$ cat src/rtl/sstv_vis.sv
// sstv_vis: decodes the 8-bit SSTV VIS word (7-bit mode code + even parity) after cal_ok rises.
// Build option: define SSTV_VIS_TOL_EN for +/-FREQ_TOL tone bands; undefined means exact-match bands.
module sstv_vis #(
  parameter int          simulate = 0,
  parameter logic [11:0] FREQ_TOL = 12'd25
) (
  input  logic        clk,
  input  logic        reset,
  input  logic [11:0] freq,
  input  logic        cal_ok,
  output logic        vis_active,
  output logic [6:0]  vis_code,
  output logic        vis_valid,
  output logic        vis_parity_err,
  output logic        vis_abort
);

  localparam logic [31:0] BIT_TICKS  = (simulate != 0) ? 32'd3_000 : 32'd3_000_000;
  localparam logic [31:0] HALF_TICKS = (simulate != 0) ? 32'd1_500 : 32'd1_500_000;

  // Exact matching is the zero-width case of the toleranced comparison.
`ifdef SSTV_VIS_TOL_EN
  localparam logic [12:0] TOL = {1'b0, FREQ_TOL};
`else
  localparam logic [12:0] TOL = 13'd0 & {1'b0, FREQ_TOL};
`endif

  function automatic logic in_band(input logic [11:0] f, input logic [11:0] centre);
    logic [12:0] f13;
    logic [12:0] c13;
    f13 = {1'b0, f};
    c13 = {1'b0, centre};
    return ((f13 + TOL) >= c13) && (f13 <= (c13 + TOL));
  endfunction

  typedef enum logic [3:0] {
    IDLE  = 4'b0001,
    START = 4'b0010,
    DATA  = 4'b0100,
    STOP  = 4'b1000
  } state_t;

  state_t      state;
  logic [31:0] counter;
  logic [2:0]  bit_idx;
  logic [7:0]  shreg;
  logic        cal_ok_q;

  logic arm;
  logic b1100;
  logic b1200;
  logic b1300;
  logic half_hit;
  logic bit_hit;

  assign arm      = cal_ok & ~cal_ok_q;
  assign b1100    = in_band(freq, 12'd1100);
  assign b1200    = in_band(freq, 12'd1200);
  assign b1300    = in_band(freq, 12'd1300);
  assign half_hit = (counter == HALF_TICKS - 32'd1);
  assign bit_hit  = (counter == BIT_TICKS - 32'd1);

  always_ff @(posedge clk or posedge reset) begin
    if (reset) begin
      state          <= IDLE;
      counter        <= 32'd0;
      bit_idx        <= 3'd0;
      shreg          <= 8'd0;
      cal_ok_q       <= 1'b0;
      vis_active     <= 1'b0;
      vis_code       <= 7'd0;
      vis_valid      <= 1'b0;
      vis_parity_err <= 1'b0;
      vis_abort      <= 1'b0;
    end else begin
      cal_ok_q       <= cal_ok;
      vis_active     <= (state != IDLE);
      vis_valid      <= 1'b0;
      vis_parity_err <= 1'b0;
      vis_abort      <= 1'b0;
      case (state)
        IDLE: begin
          counter <= 32'd0;
          if (arm) state <= START;
        end
        START: begin
          if (half_hit) begin
            counter <= 32'd0;
            if (b1200) begin
              state   <= DATA;
              bit_idx <= 3'd0;
            end else begin
              state     <= IDLE;
              vis_abort <= 1'b1;
            end
          end else begin
            counter <= counter + 32'd1;
          end
        end
        DATA: begin
          if (bit_hit) begin
            counter <= 32'd0;
            if (b1100 || b1300) begin
              // LSB first: after 8 bits shreg[6:0] is the code and shreg[7] the parity bit.
              shreg <= {b1100, shreg[7:1]};
              if (bit_idx == 3'd7) state <= STOP;
              else bit_idx <= bit_idx + 3'd1;
            end else begin
              state     <= IDLE;
              vis_abort <= 1'b1;
            end
          end else begin
            counter <= counter + 32'd1;
          end
        end
        STOP: begin
          if (bit_hit) begin
            counter <= 32'd0;
            state   <= IDLE;
            if (b1200) begin
              if ((^shreg[6:0]) == shreg[7]) begin
                vis_valid <= 1'b1;
                vis_code  <= shreg[6:0];
              end else begin
                vis_parity_err <= 1'b1;
              end
            end else begin
              vis_abort <= 1'b1;
            end
          end else begin
            counter <= counter + 32'd1;
          end
        end
        default: begin
          state   <= IDLE;
          counter <= 32'd0;
        end
      endcase
    end
  end

endmodule
$ cat config.mk
export PLATFORM = sky130hd
export DESIGN_NAME = sstv_vis
export DESIGN_NICKNAME = d
export VERILOG_FILES = /design/src/rtl/sstv_vis.sv
export SDC_FILE = /design/constraint.sdc
export NUM_CORES = 1
export LEC_CHECK = 0
export CAP_MARGIN = 20
export CORE_AREA = 4 4 129 106
export DETAILED_ROUTE_END_ITERATION = 16
export DIE_AREA = 0 0 133 110
export DONT_BUFFER_PORTS = 1
export SYNTH_ARGS = -nofsm -noshare
export SYNTH_HDL_FRONTEND = slang
export SYNTH_SLANG_ARGS = --single-unit
$ cat constraint.sdc
create_clock -name clk -period 7 [get_ports clk]
set_input_delay 0.7 -clock clk [delete_from_list [all_inputs] [get_ports clk]]
set_output_delay 0.7 -clock clk [all_outputs]
set_load 0.1 [all_outputs]
==> metrics.yaml <==
wire_per_inst_um: 13.5
fin_worst_skew_ns: 0.00484
post_cts_resized: 0
cp_data_required_time_ns: 7.20
synth_ff_type: "dfrtp_1"
wl_mm: 6.38
grt_pass1_vias: 2128
rr_worst_depth: 5
worstMarginPinSlew_ns: 1.06
drtIter0Drc: 134
cts_buffers: 9
postRouteAntennaNets: 0
cts_hold_buf: 0
antenna_found_initial: 0
run_status: "completed"
area_delta_synth_final_pct: 16.8
final_layout_size_suffix_gt1_frac: 0.153
endpoint_kind: "flip-flop"
firstDrtPassIters: 4
syn_inst: 286
hold_end: "cal_ok_q$_DFF_PP0_"
grt_first_pass_wirelength_mm: 10.8
synth_cell_types: 52
ys_seq_area_frac: 0.487
via_per_inst: 4.56
hold_violations: 0
die_x_um: 133
min_path_cells: 0
setup_viol: 0
portBuffers: 0
reg2reg_to: "vis_code[2]$_DFFE_PP0P_"
rsz0062_at_grt: "no"
clk_latency_ns: 0.32
cp.arrival_ns: 3.01
power.density_nw_per_um2: 251
period_needed_ns: 2.81
drv_cap: 0
synthArstFlopShare: 1.00
num_vias: 2148
finalCritPeriodShare: 0.401
clk_pin_slew_ns: 0.05
slew_headroom: 0.289
vdd_drop_max_v: 0.000116
power_leakage_nw: 1.46
tns_ns: 0
die_y_um: 110
p_total_uw: 890
clk_path_buf_depth: 2
synth_fp_nets: 304
drv_slew: 0
crit-reg2reg-launch: "counter[12]$_DFF_PP0_"
gp_congestion: 0.857
synth_enable_flop_cells: 0
dp.final_hpwl_mm: 4.45
grt_max_degree: 60
cts_tree: "yes"
filler_cell_count: 1278
fmax_mhz: 356
critPathLaunchType: "flip-flop"
postCtsSetupRepairBufs: 0
path_max_fanout: 7
start_util: 0.248
postSynthAreaPerCell_um2: 10.6
die_area_um2: 14600
r2r_setup_slack_ns: 4.19
root_buffer: "clkbuf_16"
syn_area_um2: 3030
min_from: "cal_ok"
cts_num_sinks: 59
rows: 36
ys_ff_latch: 59
htreeDepth: 3
hp-class: "input port to flip-flop"
antenna_cells: 0
core_area_um2: 12200
grtUsageTotal: 0.0916
nets: 313
route.detailed.drc: 0
crit_type: "flip-flop to flip-flop"
ys_warn_count: 0
overflow: 0
boundaryPins: 26
how the worst max path moves through the flow:
stage                         endpoint  cells past startpoint  slack, ns                  start
6_report       vis_code[2]$_DFFE_PP0P_                      5       4.19  counter[12]$_DFF_PP0_
5_1_grt          counter[31]$_DFF_PP0_                      5       4.05   counter[2]$_DFF_PP0_
4_1_cts        vis_code[2]$_DFFE_PP0P_                      5       4.17  counter[12]$_DFF_PP0_
3_5_place_dp      shreg[5]$_DFFE_PP0P_                      5       4.06                freq[3]
3_3_place_gp      shreg[2]$_DFFE_PP0P_                      5       4.09                freq[3]
2_1_floorplan   bit_idx[0]$_DFFE_PP0P_                      5       4.41                freq[0]
synth_stat cells, types with 2 or more instances:
cell type  count  share of area
xor2_1        16          0.046
dfrtp_1       58           0.48
or4_4          2         0.0074
and4_1         3         0.0087
nand3_1       12          0.020
nand2b_1       2         0.0041
and3_1         7          0.014
nand3b_1       3         0.0074
and2_1         3         0.0062
nor3_1         6         0.0099
xnor2_1       17          0.049
or4_1          2         0.0049
nor4b_1        5          0.014
a21oi_1        8          0.013
nor2b_1        4         0.0082
or3_1          5          0.010
mux2_4         7          0.035
ha_1           3          0.012
mux2i_1        3         0.0099
o21ai_0        7          0.012
and4b_1        2         0.0066
inv_1          8         0.0099
nand2_1       15          0.019
nor4_1         3         0.0062
clkbuf_1       5         0.0062
nand4_1       12          0.025
nor2_1        36          0.045
mux2_2         8          0.030
final cells by class:
class | count | area [um2] | share of cell area
well taps | 171 | 214 | 0.0604
repair buffers | 4 | 27.5 | 0.00777
multi-input cells | 213 | 1500 | 0.423
flip-flops and latches | 59 | 1480 | 0.417
inverters | 8 | 30.0 | 0.00847
clock buffers | 9 | 225 | 0.0636
clock inverters | 7 | 68.8 | 0.0194
report_power, final:
part / switching, mW / total, mW / internal (mW) / leakage, nW
Sequential: 0.0320 / 0.386 / 0.354 / 0.800
Clock: 0.157 / 0.431 / 0.274 / 0.141
Combinational: 0.0521 / 0.0733 / 0.0211 / 0.519
worst max-delay path, stage by stage (launching register included):
cell     delay, ns
dfrtp_1       0.41
or4_4         0.56
nor4_4        0.41
nand4_2       0.15
or4b_1        0.78
mux2_4        0.38
flip-flops by register name, summed over array words and instances (netlist names):
register / count
state: 4
vis_active: 1
counter: 32
bit_idx: 3
vis_code: 7
vis_parity_err: 1
vis_valid: 1
cal_ok_q: 1
vis_abort: 1
shreg: 8
cell usage in the layout (no fill, tap or decap), types with 2 or more instances in the layout:
master / count
mux2_2: 8
xnor2_1: 17
nand3b_1: 3
o21ai_0: 7
and4_1: 3
mux2i_1: 3
or4_1: 2
nor4_1: 3
nor2_1: 36
buf_4: 3
mux2_4: 7
clkinvlp_4: 2
clkbuf_16: 9
ha_1: 3
nor3_1: 6
nor4b_1: 5
and3_1: 7
and4b_1: 2
a21oi_1: 8
a211oi_2: 2
nand2b_1: 2
nand2_1: 15
clkinv_2: 3
and2_1: 3
or3_1: 5
nor2b_1: 4
nand4_1: 12
dfrtp_1: 58
or4_4: 2
xor2_1: 16
nand3_1: 12
inv_1: 7
per-stage QoR:
step	std cells	utilization	setup WS (ns)	hold slack, ns	cell area (um2)
floorplan	286	-	4.41	0.455	3030
global placement	454	0.266	4.09	0.469	3240
detailed placement	454	0.266	4.06	0.484	3240
CTS	470	0.290	4.17	0.392	3540
global route	471	0.290	4.05	0.391	3540
finish	471	0.290	4.19	0.404	3540
logic make-up after synthesis:
group,count (synthesis),synth area share
AND/OR/NAND/NOR,133,0.256
flip-flops,59,0.487
XOR/XNOR,33,0.0953
AO/OA/AOI/OAI,26,0.0553
multiplexers,18,0.0743
buffers and inverters,14,0.0198
adder cells (fa/ha/maj),3,0.0124
layer usage:
metal,vias to the layer above,routed length [um],GRT usage
li1,1049,-,-
met1,1061,3410,0.131
met2,30,2680,0.130
met3,8,246,0.0322
met4,0,40,0.0245
met5,-,0,0
Note: power is estimated with default switching activity, not from simulation.
